File: config.mk
export PLATFORM = sky130hd
export DESIGN_NAME = full_handshake_top
export DESIGN_NICKNAME = d
export VERILOG_FILES = /design/src/rtl/full_handshake_pkg.sv /design/src/rtl/full_handshake_sync.sv /design/src/rtl/full_handshake_top.sv
export SDC_FILE = /design/constraint.sdc
export NUM_CORES = 1
export LEC_CHECK = 0
export ABC_AREA = 1
export CAP_MARGIN = 20
export CORE_MARGIN = 2
export CORE_UTILIZATION = 53
export DETAILED_ROUTE_END_ITERATION = 16
export GPL_TIMING_DRIVEN = 0
export PLACE_DENSITY = 0.94
export SYNTH_ARGS = -nofsm -noshare
export SYNTH_HDL_FRONTEND = slang
export SYNTH_HIERARCHICAL = 1
export SYNTH_SLANG_ARGS = --single-unit
File: constraint.sdc
create_clock -name clk -period 2.4 [get_ports clk]
set_input_delay 0.48 -clock clk [delete_from_list [all_inputs] [get_ports clk]]
set_output_delay 0.48 -clock clk [all_outputs]
set_load 0.02 [all_outputs]
File: src/rtl/full_handshake_pkg.sv
// Shared defaults and FSM state encodings for the four-phase req/ack transfer block.
package full_handshake_pkg;

   localparam int unsigned DEF_DATA_W      = 32;
   localparam int unsigned DEF_SYNC_STAGES = 2;

   typedef enum logic [1:0] {
      T_IDLE        = 2'd0,
      T_WAIT_ACK_HI = 2'd1,
      T_WAIT_ACK_LO = 2'd2
   } tx_state_t;

   typedef enum logic {
      R_IDLE        = 1'b0,
      R_WAIT_REQ_LO = 1'b1
   } rx_state_t;

endpackage

File: src/rtl/full_handshake_sync.sv
// Single-bit flop synchronizer chain, STAGES deep, async active-low reset to 0.
module full_handshake_sync #(
   parameter int unsigned STAGES = 2
) (
   input  logic clk,
   input  logic rst_n,
   input  logic d,
   output logic q
);

   logic [STAGES-1:0] chain;

   always_ff @(posedge clk or negedge rst_n) begin
      if (!rst_n) begin
         chain <= '0;
      end else begin
         chain <= {chain[STAGES-2:0], d};
      end
   end

   assign q = chain[STAGES-1];

endmodule

File: src/rtl/full_handshake_top.sv
// Four-phase req/ack word transfer with synchronized req/ack paths.
// Optional FULL_HANDSHAKE_RDY_EN adds a registered din_rdy output.
module full_handshake_top
   import full_handshake_pkg::*;
#(
   parameter int unsigned DATA_W      = DEF_DATA_W,
   parameter int unsigned SYNC_STAGES = DEF_SYNC_STAGES
) (
   input  logic              clk,
   input  logic              rst_n,
   input  logic              din_val,
   input  logic [DATA_W-1:0] din,
`ifdef FULL_HANDSHAKE_RDY_EN
   output logic              din_rdy,
`endif
   output logic              dout_val,
   output logic [DATA_W-1:0] dout
);

   tx_state_t         tx_state, tx_state_d;
   rx_state_t         rx_state, rx_state_d;
   logic              req_q, req_d;
   logic              ack_q, ack_d;
   logic              req_sync, ack_sync;
   logic [DATA_W-1:0] data_q, data_d;
   logic [DATA_W-1:0] dout_d;
   logic              dout_val_d;

   full_handshake_sync #(.STAGES(SYNC_STAGES)) u_req_sync (
      .clk   (clk),
      .rst_n (rst_n),
      .d     (req_q),
      .q     (req_sync)
   );

   full_handshake_sync #(.STAGES(SYNC_STAGES)) u_ack_sync (
      .clk   (clk),
      .rst_n (rst_n),
      .d     (ack_q),
      .q     (ack_sync)
   );

   // TX: data_q is only written on the capture edge, so RX may read it unsynchronized.
   always_comb begin
      tx_state_d = tx_state;
      req_d      = req_q;
      data_d     = data_q;
      case (tx_state)
         T_IDLE: begin
            if (din_val) begin
               data_d     = din;
               req_d      = 1'b1;
               tx_state_d = T_WAIT_ACK_HI;
            end
         end
         T_WAIT_ACK_HI: begin
            if (ack_sync) begin
               req_d      = 1'b0;
               tx_state_d = T_WAIT_ACK_LO;
            end
         end
         T_WAIT_ACK_LO: begin
            if (!ack_sync) begin
               tx_state_d = T_IDLE;
            end
         end
         default: begin
            req_d      = 1'b0;
            tx_state_d = T_IDLE;
         end
      endcase
   end

   // RX: deliver on req rise, release ack once req has fallen.
   always_comb begin
      rx_state_d = rx_state;
      ack_d      = ack_q;
      dout_d     = dout;
      dout_val_d = 1'b0;
      case (rx_state)
         R_IDLE: begin
            if (req_sync) begin
               dout_d     = data_q;
               dout_val_d = 1'b1;
               ack_d      = 1'b1;
               rx_state_d = R_WAIT_REQ_LO;
            end
         end
         R_WAIT_REQ_LO: begin
            if (!req_sync) begin
               ack_d      = 1'b0;
               rx_state_d = R_IDLE;
            end
         end
         default: begin
            ack_d      = 1'b0;
            rx_state_d = R_IDLE;
         end
      endcase
   end

   always_ff @(posedge clk or negedge rst_n) begin
      if (!rst_n) begin
         tx_state <= T_IDLE;
         rx_state <= R_IDLE;
         req_q    <= 1'b0;
         ack_q    <= 1'b0;
         data_q   <= '0;
         dout     <= '0;
         dout_val <= 1'b0;
      end else begin
         tx_state <= tx_state_d;
         rx_state <= rx_state_d;
         req_q    <= req_d;
         ack_q    <= ack_d;
         data_q   <= data_d;
         dout     <= dout_d;
         dout_val <= dout_val_d;
      end
   end

`ifdef FULL_HANDSHAKE_RDY_EN
   // Registered from next state so it is low in reset and tracks T_IDLE afterwards.
   always_ff @(posedge clk or negedge rst_n) begin
      if (!rst_n) begin
         din_rdy <= 1'b0;
      end else begin
         din_rdy <= (tx_state_d == T_IDLE);
      end
   end
`endif

endmodule

### After elaboration in Yosys (flattened, before gate mapping)

Index checks and enable logic that the tools add are counted.

| word-level totals | value |
|---|---|
| register bits after elaboration | 74 |
| output and inout bits | 33 |
| bits of input ports | 35 |
| logic and storage cells | 36 |

| cells by class | value |
|---|---|
| equality and inequality tests | 7 |
| multiplexer cells | 12 |
| reductions and logical operators | 6 |
| bitwise logic cells | 2 |

Operator list:

| cell | count |
|---|---|
| 1-bit 2-to-1 mux | 6 |
| 2-bit 2-to-1 mux | 3 |
| 2-bit inequality test (second input constant) | 3 |
| 2-bit case mux with 3 select lines | 1 |
| 2-bit AND reduction | 3 |
| 3-bit AND reduction | 2 |
| 2-bit by 1-bit inequality test with 1-bit output (second input constant) | 2 |
| 1-bit case mux with 3 select lines | 1 |
| 2-bit by 1-bit equality test with 1-bit output (second input constant) | 1 |
| 2-bit equality test (second input constant) | 1 |
| 2-bit zero test | 1 |
| 1-bit NOT | 2 |
| 1-bit case mux with 2 select lines | 1 |

### Depth between registers and ports, before layout

Gate-level depths: netlist of the first run.

| logic depth | value |
|---|---|
| depth in word-level cells | 3 |
| mapped depth | 6 |
| depth with buffers taken out | 4 |

### Hierarchy

Netlist of the first run, hierarchy kept.

By module, submodules not included:

| module | seq. area each (um^2) | cells each | area each (um^2) | times used |
|---|---|---|---|---|
| full_handshake_top | 1751.7 | 294 | 2747.6 | 1 |
| full_handshake_sync | 50.0 | 2 | 50.0 | 2 |

### Worst setup path after synthesis of the first run

OpenSTA, ideal clock, no wires.

| timing | value |
|---|---|
| path type | register -> register |
| start point | register rx_state |
| end point | register dout[10] |
| data arrival time | 1.018 ns |
| path buffers | 2 |
| setup time | 0.133 ns |
| stages on the path, launching flop included | 6 |
| slack | 1.249 ns |
| period minus slack after synthesis | 1.151 ns |
| data required time | 2.267 ns |
| cells stage by stage | dfrtp_1 > inv_1 > ha_1 > buf_2 > clkbuf_1 > o21ai_0 |

| on the way | value |
|---|---|
| word-level cells in the longest chain between the ends | 2 |

RTL lines:

| what | RTL line | source |
|---|---|---|
| start, declared | full_handshake_top.sv:21 | `rx_state_t rx_state, rx_state_d;` |
| start signal, assigned | full_handshake_top.sv:113 | `rx_state <= rx_state_d;` |
| 1-bit NOT (no line) | -- |  |
| 2-bit AND reduction (no line) | -- |  |
| end signal, assigned | full_handshake_top.sv:117 | `dout <= dout_d;` |
| end, declared | full_handshake_top.sv:17 | `output logic [DATA_W-1:0] dout` |

No other way between the ends.
A chain may end at the register's enable or synchronous reset.

### Final worst setup path of the first run

| timing | value |
|---|---|
| start point | register dout[31] |
| end point | output dout[31] |

No word-level cell between the ends.

==> results of run 1 <==
[logic make-up after synthesis]
group                      count (synthesis)
and+or+nand+nor                          138
DFF                                       74
buffers and inverters                     51
AOI/OAI and AO/OA                         34
adders and majority gates                  1
[placed cells by master (no fill, tap or decap), types with 2 or more instances in the layout]
master / count
clkdlybuf4s50_1: 65
nand2_1: 102
bufinv_16: 3
buf_6: 3
nand3_1: 32
clkinv_2: 2
dfrtp_1: 74
o21ai_0: 34
clkbuf_8: 11
buf_2: 9
clkbuf_1: 2
buf_4: 4
inv_1: 34
[final cells by class]
class	instances	area (um2)
fill	363	1295
clock buffer	11	151.4
tap	70	87.58
clock inverter	5	100.1
inverter	34	127.6
sequential	74	1852
multi-input combinational	173	759.5
timing repair buffer	66	658.1
buffer	17	108.9
[stage by stage]
stage	setup slack (ns)	setup TNS, ns	instance area (um2)
finish	0.5665	0	3845
global route	0.5477	0	3845
CTS	0.5731	0	3845
detailed placement	0.9659	0	3593
global placement	-1.458	-107.69	3596
floorplan	1.249	0	2848
[flip-flops by register name, indices dropped and copies added, names as in the netlist]
| signal | flops |
|---|---|
| dout_val | 1 |
| data_q | 32 |
| rx_state | 1 |
| req_q | 1 |
| u_req_sync/chain | 2 |
| tx_state | 2 |
| dout | 32 |
| u_ack_sync/chain | 2 |
| ack_q | 1 |
[layer usage]
layer,vias up,track usage (%)
li1,1079,-
met5,-,0
met2,65,35.04
met1,1049,30.59
met3,9,3.882
met4,0,9.643
[power groups by stage]
stage                     clock network, W  registers [W]  logic (W)
after floorplan                          0        0.00238   0.000897
after global placement                   0        0.00213    0.00190
after detailed placement                 0        0.00216    0.00198
after CTS                          0.00121        0.00214    0.00200
after global routing               0.00126        0.00222    0.00219
final                              0.00120        0.00214    0.00197
[worst max-delay path by stage]
stage / endpoint / cells after the start
finish: dout[31] / 1
global route: dout[31] / 1
CTS: dout[31] / 1
detailed placement: dout[28] / 1
global placement: data_q[23] / 1
floorplan: dout[10] / 5
[cell usage after synthesis]
| library cell | instances |
|---|---|
| inv_1 | 34 |
| buf_4 | 3 |
| dfrtp_1 | 74 |
| ha_1 | 1 |
| nor2_4 | 1 |
| o21ai_0 | 34 |
| buf_6 | 3 |
| buf_2 | 9 |
| nor3b_1 | 1 |
| nor2_1 | 1 |
| nand2_1 | 102 |
| nand3_1 | 32 |
| nand2_4 | 1 |
| clkbuf_1 | 2 |
==> summary.md, run 1 <==
| Metric | Value |
|---|---|
| Post-synthesis cell area | `2848 um2` |
| Switching Share | `35.75%` |
| I/O Buffers | `66` |
| Clock sink total | `74` |
| Reg2reg end | `dout[31]` |
| Number of gates resized after cts | `0` |
| Worst hold path type | `input port to async pin` |
| Post-detail-place hpwl | `4012 um` |
| Sequential fraction of the synthesis area | `65.03%` |
| IO Count | `68` |
| R2R depth | `5` |
| First-pass DRT Iterations | `4` |
| Height of the die | `77.30 um` |
| RSZ-0062 raised after global routing | `no` |
| Worst path top cell family by delay | `buffers and inverters` |
| First DRT Iteration DRCs | `159` |
| Synth top area share | `65.03%` |
| Max Slew Vio Count | `0` |
| Placement Rows | `26` |
| Longest Clk Path Bufs | `2` |
| Layout cell share with drive strength beyond 1 | `8.947%` |
| Total Nets Final | `411` |
| Die width | `77.30 um` |
| Worst Path Buf+Inv | `1` |
| Synth area leaders | `dfrtp_1 (65%), nand2_1 (13%), o21ai_0 (6.0%)` |
| DR vias/cell | `4.893` |
| Mapped Avg Cell Area | `9.556 um2` |
| Die area | `5975 um2` |
| CTS Buf Count | `9` |
| Fin Clk Skew | `0.008135 ns` |
| CTS Hold Bufs | `0` |
| Yosys cell types | `14` |
| Synthesized instance count | `298` |
| Worst-path clk slew | `0.08 ns` |
| Initial Utilization | `55.40%` |
| Total Power | `0.005309 W` |
| TritonCTS clock tree | `built` |
| M1 wire length | `2679 um` |
| Finished Layout Cells | `450` |
| Vias in the first global route | `2157` |
| WL/cell | `13.40 um` |
| Final Cycle Share | `76.40%` |
| Combinational power share | `37.1%` |
| Post-Synth Simple-Gate Area | `20.25%` |
| Metal3 WL | `246 um` |
| Met2 wire length | `3009 um` |
| Max Clock Freq | `0.5454 GHz` |
| Main combinational cell family by area after synthesis | `simple AND/OR/NAND/NOR gates` |
| Hold Fails Final Rpt | `0` |
| FF-to-FF setup slack | `0.99 ns` |
| Area grow syn2layout | `35.02%` |
| Peak VDD IR | `0.7599 mV` |
| Post-synthesis adder-cell area fraction | `0.4394%` |
| Root Driver | `clkbuf_8` |
| Slew HR | `40.43%` |
| First-pass GRT wire length | `10210 um` |
| Top sig layer | `met4` |
| H-tree depth | `3` |
| Largest net degree at the start of global routing | `75` |
| Xor/xnor cell area share of the yosys netlist | `0%` |
| Antenna cells | `0` |
| # setup viols final | `0` |
| Compound-gate portion of the synthesized area | `5.975%` |
| Syn Nets | `334` |
| Final WL | `6030 um` |
| Reg-to-reg critical path startpoint | `rx_state` |
| Worst endpoint data arrival time | `1.35 ns` |
| PD cells | `1381 nW/um2` |
| Status | `finished, final reports clean` |
| GPL Wtd Cong | `0.7846` |
| Leading area contributor after synthesis | `dfrtp_1` |
| Core box area | `5140 um2` |
| WP data required | `1.92 ns` |
| Min cycle time layout | `1.834 ns` |
| Placed cells | `434` |
| Residual DRC | `0` |
| Slowest cell on the critical path | `clkdlybuf4s50_1` |
| Clk_lat worst skew | `0.35 ns` |
| Pleak | `1.877 nW` |
| Post-route ant nets | `0` |
| Total Routing Usage GR | `22.21%` |
| Worst Tran Pin Value | `0.8936 ns` |
| Crit path max fanout | `2` |
| Critical path launch point type | `flip-flop` |
| Via Count | `2202` |
| Util after Layout | `74.81%` |
| Number of synthesized register bits | `74` |
| Max-Cap Viols | `0` |
| Worst slack on hold paths | `0.2642 ns` |
| Yosys Warn Count | `6` |
| Clock share of power | `22.5%` |
| CP Capture Type | `primary output` |
| P_sw | `0.001898 W` |
| Multiplexer area fraction after synthesis | `0%` |
| Setup Buffers After CTS | `0` |
| CP cell instances | `clkdlybuf4s50_1` |
| Sequential share of power | `40.4%` |
| CP max stage delay | `0.62 ns` |
| Int Power | `0.003411 W` |
| Critical path startpoint | `dout[31]` |
| Grt ovf | `0` |
| Initial antenna violation count | `0` |
| Worst Setup Path Type | `flip-flop to primary output` |
Note: power is estimated with default switching activity, not from simulation.
==> run 2: changes to the inputs <==
--- a/config.mk
+++ b/config.mk
@@ -8,10 +8,10 @@
 export ABC_AREA = 1
 export CAP_MARGIN = 20
 export CORE_MARGIN = 2
-export CORE_UTILIZATION = 53
+export CORE_UTILIZATION = 44
 export DETAILED_ROUTE_END_ITERATION = 16
 export GPL_TIMING_DRIVEN = 0
-export PLACE_DENSITY = 0.94
+export PLACE_DENSITY = 0.85
 export SYNTH_ARGS = -nofsm -noshare
 export SYNTH_HDL_FRONTEND = slang
 export SYNTH_HIERARCHICAL = 1
==> constraint.sdc (replaced) <==
create_clock -name clk -period 1.65 [get_ports clk]
set_input_delay 0.33 -clock clk [delete_from_list [all_inputs] [get_ports clk]]
set_output_delay 0.33 -clock clk [all_outputs]
set_load 0.02 [all_outputs]
==> run 2 against run 1 <==
Net effect:
- worst setup slack got worse by 0.52 ns
- global-route usage down 4.0 points
- core utilization is 15 points lower
- combinational power grew 35%
- via count fell by 4.1%
- design area decreased by 2.1%
- clock-buffer cell count unchanged
- critical path type unchanged
- largest power group unchanged
- highest routed layer unchanged
==> summary.md, run 2 (synthesis gave the netlist of run 1 again) <==
| Metric | Value |
|---|---|
| TritonCTS clock tree | `built` |
| Pleak | `2.061 nW` |
| CP Depth | `1` |
| Hold Fails Final Rpt | `0` |
| WP data required | `1.32 ns` |
| Grt ovf | `0` |
| IO Count | `68` |
| First-pass DRT Iterations | `4` |
| I/O Buffers | `66` |
| Largest net degree at the start of global routing | `75` |
| Max Slew Vio Count | `0` |
| Final worst slack | `0.05026 ns` |
| PD cells | `1833 nW/um2` |
| Area grow syn2layout | `32.12%` |
| Cell area after layout | `3762 um2` |
| First DRT Iteration DRCs | `101` |
| Clk_lat worst skew | `0.34 ns` |
| Grt met2 use | `28.72%` |
| Fin Clk Skew | `0.01042 ns` |
| Final WL | `5754 um` |
| Worst setup endpoint | `dout_val` |
| Longest Clk Path Bufs | `2` |
| Initial Utilization | `45.11%` |
| Most Used Layer, Global Route | `met2` |
| Routing usage on met3 | `5.605%` |
| Min cycle time layout | `1.600 ns` |
| RSZ-0062 raised after global routing | `no` |
| Status | `finished, final reports clean` |
| Worst Path Buf+Inv | `1` |
| Reg-to-reg critical path startpoint | `rx_state` |
| Slowest cell on the critical path | `clkdlybuf4s50_1` |
| Total Power | `0.006895 W` |
| Seq. cell area | `1852 um2` |
| Critical path launch point type | `flip-flop` |
| H-tree depth | `3` |
| Finished Layout Cells | `456` |
| Commonest non-fill, non-tap cell in the layout | `nand2_1` |
| Filler Cell Count | `555` |
| WL/cell | `12.62 um` |
| Placement Rows | `29` |
| Residual DRC | `0` |
| Core box area | `6314 um2` |
| Reg2reg end | `dout[15]` |
| Worst Setup Path Type | `flip-flop to primary output` |
| CTS Buf Count | `9` |
| FF-to-FF setup slack | `0.22 ns` |
| Worst slack on hold paths | `0.1074 ns` |
| # setup viols final | `0` |
| Post-detail-place hpwl | `3998 um` |
| Worst Tran Pin Value | `0.9004 ns` |
| DR vias/cell | `4.629` |
| Slew HR | `39.98%` |
| GPL Wtd Cong | `0.7481` |
| CP Capture Type | `primary output` |
| Clock sink total | `74` |
| Crit path max fanout | `1` |
| DP Area | `3602 um2` |
| Area occupied by multi-input gates | `759.5 um2` |
| Via Count | `2111` |
| Final Cycle Share | `96.95%` |
| Height of the die | `84.45 um` |
| Die width | `84.45 um` |
| First-pass GRT wire length | `10150 um` |
| Initial antenna violation count | `0` |
| Worst endpoint data arrival time | `1.27 ns` |
| Most frequent cells in the layout | `nand2_1 (102), dfrtp_1 (74), inv_1 (34), o21ai_0 (34), clkdlybuf4s50_1 (33)` |
| Root Driver | `clkbuf_8` |
| Worst hold path type | `input port to async pin` |
| Die area | `7132 um2` |
| R2R depth | `5` |
| Dpl ws | `0.2128 ns` |
| Worst path top cell family by delay | `buffers and inverters` |
| Critical path startpoint | `dout_val` |
| CP cell instances | `clkdlybuf4s50_1` |
| Antenna cells | `0` |
| Max Clock Freq | `0.6251 GHz` |
| Total Nets Final | `411` |
| Largest registers | `data_q x32, dout x32` |
| Placed cells | `441` |
| Peak VDD IR | `0.7407 mV` |
| Post-route ant nets | `0` |
| Max-Cap Viols | `0` |
| Setup Buffers After CTS | `0` |
| Total Routing Usage GR | `18.23%` |
| CTS Hold Bufs | `0` |
| CP max stage delay | `0.60 ns` |
| Worst-path clk slew | `0.08 ns` |
| Layout cell share with drive strength beyond 1 | `8.179%` |
| Vias in the first global route | `2200` |
| Met1 Usage GRT | `24.38%` |
-- run 2: cell types whose count changed in the layout (fill, tap and decap cells not counted), sizes merged --
cell / change
bufinv: -3
clkdlybuf4s50: -32
clkinv: +2
dlygate4sd2: +19
dlymetal6s2s: +13
-- run 2: through the flow --
step / utilization [%] / setup TNS (ns)
2_1_floorplan: - / 0
3_3_place_gp: 57.09 / -155.72
3_5_place_dp: 57.06 / 0
4_1_cts: 59.08 / 0
5_1_grt: 59.59 / 0
6_report: 59.59 / 0
-- run 2: power by group --
| group | switching [W] | internal (W) | total [W] |
|---|---|---|---|
| Clock | 0.000616 | 0.000528 | 0.00114 |
| Combinational | 0.00160 | 0.00106 | 0.00266 |
| Sequential | 0.000440 | 0.00265 | 0.00309 |
| Total | 0.00265 | 0.00424 | 0.00690 |
-- run 2: timing repair --
item	in CTS	in global routing
pin swaps	0	0
gates cloned	0	0
resized for setup	19	13
setup endpoints to repair	19	13
-- run 2: area by class of cell --
| class | instances | share of cell area (%) |
|---|---|---|
| Timing Repair Buffer | 66 | 17.73 |
| Tap cell | 77 | 2.561 |
| Multi-Input combinational cell | 173 | 20.19 |
| Clock inverter | 4 | 0.5321 |
| Sequential cell | 74 | 49.22 |
| Buffer | 17 | 2.893 |
| Inverter | 34 | 3.392 |
| Clock buffer | 11 | 3.492 |
-- run 2: how the worst min path moves through the flow --
stage / start / to / depth (start not counted)
floorplan: rst_n / ack_q / 0
global placement: u_ack_sync/chain[0] / u_ack_sync/chain[1] / 0
detailed placement: u_req_sync/chain[0] / u_req_sync/chain[1] / 0
CTS: rst_n / dout[8] / 1
global route: rst_n / dout[10] / 1
finish: rst_n / dout[8] / 1
-- run 2: per-layer routing --
layer	wire (um)	part of all wire, %
met1	2654	46
met2	2715	47
met3	315	5.5
met4	68	1.2
met5	0	0
==> run 3: changes to the inputs <==
--- a/config.mk
+++ b/config.mk
@@ -7,6 +7,7 @@
 export LEC_CHECK = 0
 export ABC_AREA = 1
 export CAP_MARGIN = 20
+export CORE_ASPECT_RATIO = 2
 export CORE_MARGIN = 2
 export CORE_UTILIZATION = 44
 export DETAILED_ROUTE_END_ITERATION = 16
@@ -14,5 +15,4 @@
 export PLACE_DENSITY = 0.85
 export SYNTH_ARGS = -nofsm -noshare
 export SYNTH_HDL_FRONTEND = slang
-export SYNTH_HIERARCHICAL = 1
 export SYNTH_SLANG_ARGS = --single-unit
==> run 3 against run 2 <==
Net effect:
- critical path depth did not move
- die area rose by 0.54%
- hold slack improved by 0.0075 ns
- sequential cell count did not move
- critical path type unchanged
- largest power group unchanged
==> summary.md, run 3 <==
| Metric | Value |
|---|---|
| Critical path launch point type | `flip-flop` |
| Final WL | `6065 um` |
| Met1 Usage GRT | `22.81%` |
| WP data required | `1.32 ns` |
| Max Clock Freq | `0.6149 GHz` |
| Longest Clk Path Bufs | `2` |
| Pleak | `2.061 nW` |
| CTS Buf Count | `9` |
| Most Used Layer, Global Route | `met2` |
| CTS Hold Bufs | `0` |
| Total Nets Final | `411` |
| Synth area leaders | `dfrtp_1 (65%), nand2_1 (13%), o21ai_0 (6.0%)` |
| H-tree depth | `3` |
| # setup viols final | `0` |
| EDFF count, synth | `0` |
| Worst-path clk slew | `0.05 ns` |
| DR vias/cell | `4.716` |
| Mapped Avg Cell Area | `9.556 um2` |
| Initial antenna violation count | `0` |
| CP Capture Type | `primary output` |
| Worst Path Buf+Inv | `1` |
| Initial Utilization | `45.13%` |
| Worst path top cell family by delay | `buffers and inverters` |
| Status | `finished, final reports clean` |
| Die area | `7170 um2` |
| Worst Tran Pin Value | `0.8977 ns` |
| Yosys cell types | `14` |
| Most frequent cells in the layout | `nand2_1 (102), dfrtp_1 (74), clkdlybuf4s50_1 (51)` |
| WL/cell | `13.04 um` |
| Worst hold path type | `input port to async pin` |
| I/O Buffers | `66` |
| Largest net degree at the start of global routing | `75` |
| Util after Layout | `62.26%` |
| Synthesized instance count | `298` |
| Synth top area share | `65.03%` |
| First-pass DRT Iterations | `4` |
| RSZ-0062 raised after global routing | `no` |
| First DRT Iteration DRCs | `83` |
| Top FF cell, synth | `dfrtp_1` |
| Clock sink total | `74` |
| Layout cell share with drive strength beyond 1 | `8.443%` |
| Commonest non-fill, non-tap cell in the layout | `nand2_1` |
| Root Driver | `clkbuf_16` |
| Die width | `60.89 um` |
| GPL Wtd Cong | `0.7908` |
| Syn Nets | `334` |
| TNS Setup | `0 ns` |
| Slowest cell on the critical path | `clkdlybuf4s50_1` |
| Antenna cells | `0` |
| IO Count | `68` |
| Residual DRC | `0` |
| Max-Cap Viols | `0` |
| Post-detail-place hpwl | `4259 um` |
| Routing usage on met3 | `6.593%` |
| Area grow syn2layout | `37.96%` |
| Sequential fraction of the synthesis area | `65.03%` |
| Vias in the first global route | `2212` |
| Grt met2 use | `29.84%` |
| Dpl ws | `0.1542 ns` |
| Slew HR | `40.16%` |
| Min cycle time layout | `1.626 ns` |
| Post-synthesis cell area | `2848 um2` |
| Worst Setup Path Type | `flip-flop to primary output` |
| Worst endpoint data arrival time | `1.30 ns` |
| Final worst slack | `0.02369 ns` |
| Final Cycle Share | `98.56%` |
| Post-route ant nets | `0` |
| Total Routing Usage GR | `19.32%` |
| Peak VDD IR | `1.103 mV` |
| CP max stage delay | `0.62 ns` |
| TritonCTS clock tree | `built` |
| Max Slew Vio Count | `0` |
| First-pass GRT wire length | `10140 um` |
| Hold Fails Final Rpt | `0` |
| Async SR Flop Fraction | `100.0%` |
| Grt ovf | `0` |
| Fin Clk Skew | `0.004812 ns` |
| Number of synthesized register bits | `74` |
| CP cell instances | `clkdlybuf4s50_1` |
| Leading area contributor after synthesis | `dfrtp_1` |
| Clk_lat worst skew | `0.33 ns` |
| Yosys Warn Count | `0` |
| PD cells | `1989 nW/um2` |
| Crit path max fanout | `2` |
| Height of the die | `117.8 um` |
| Via Count | `2193` |
| Most frequent cell after synthesis | `nand2_1` |
| Largest registers | `data_q x32, dout x32` |
| Core box area | `6310 um2` |
| Post-synth top cells | `nand2_1 (102), dfrtp_1 (74), inv_1 (34), o21ai_0 (34), nand3_1 (32)` |
| Placement Rows | `41` |
## run 3: timing repair
item / CTS / global route
setup buffers: 0 / 0
setup endpoints to repair: 2 / 16
resized for setup: 2 / 14
## run 3: path summary, 6_finish.rpt
check,start,to,slack (ns),depth (start not counted)
max,dout[21],dout[21],0.02,1
min,rst_n,dout[5],0.11,1
max reg2reg,rx_state,dout[14],0.18,5
min reg2reg,u_ack_sync.chain[0],u_ack_sync.chain[1],0.35,0
max in group asynchronous,rst_n,dout[25],0.95,1
min in group clk,din_val,data_q[0],0.32,3
## run 3: through the flow
step | power, W | instance area (um2) | hold slack [ns] | std cells
after CTS | 0.007914 | 3897 | 0.1563 | 465
after global placement | 0.005894 | 3616 | 0.3360 | 450
after detailed placement | 0.006023 | 3613 | 0.3405 | 450
final | 0.007812 | 3929 | 0.1149 | 465
after global routing | 0.008350 | 3929 | 0.1943 | 465
after floorplan | 0.004770 | 2848 | 0.03441 | 298
## run 3: report_power, final
group          internal, W  total, W  leakage (nW)  switching, W
sequential         0.00266   0.00309         0.923      0.000436
combinational      0.00120   0.00286         0.995       0.00166
clock              0.00120   0.00186         0.142      0.000665
## run 3: area by class of cell
type,count,area [um2]
fillers,528,2381
well taps,86,107.6
clock buffers,12,246.5
inverters,34,127.6
repair buffers,66,685.7
clock inverters,3,40.04
flip-flops and latches,74,1852
plain buffers,17,110.1
multi-input cells,173,759.5
## run 3: metal layers
metal	wire [um]	part of all wire, %	vias to the layer above
met5	0	0	-
met4	253	4.2	0
met3	257	4.2	16
li1	-	-	1081
met1	2342	39	1038
met2	3211	53	58
## run 3: kinds of logic (layout without fill, tap and decap cells)
kind of cell / count (synthesis) / in the layout / share of synthesized area, %
flops: 74 / 74 / 65.03
compound gates: 34 / 34 / 5.975
buf+inv: 51 / 132 / 8.304
simple gates: 138 / 138 / 20.25
fa+ha+maj: 1 / 1 / 0.4393
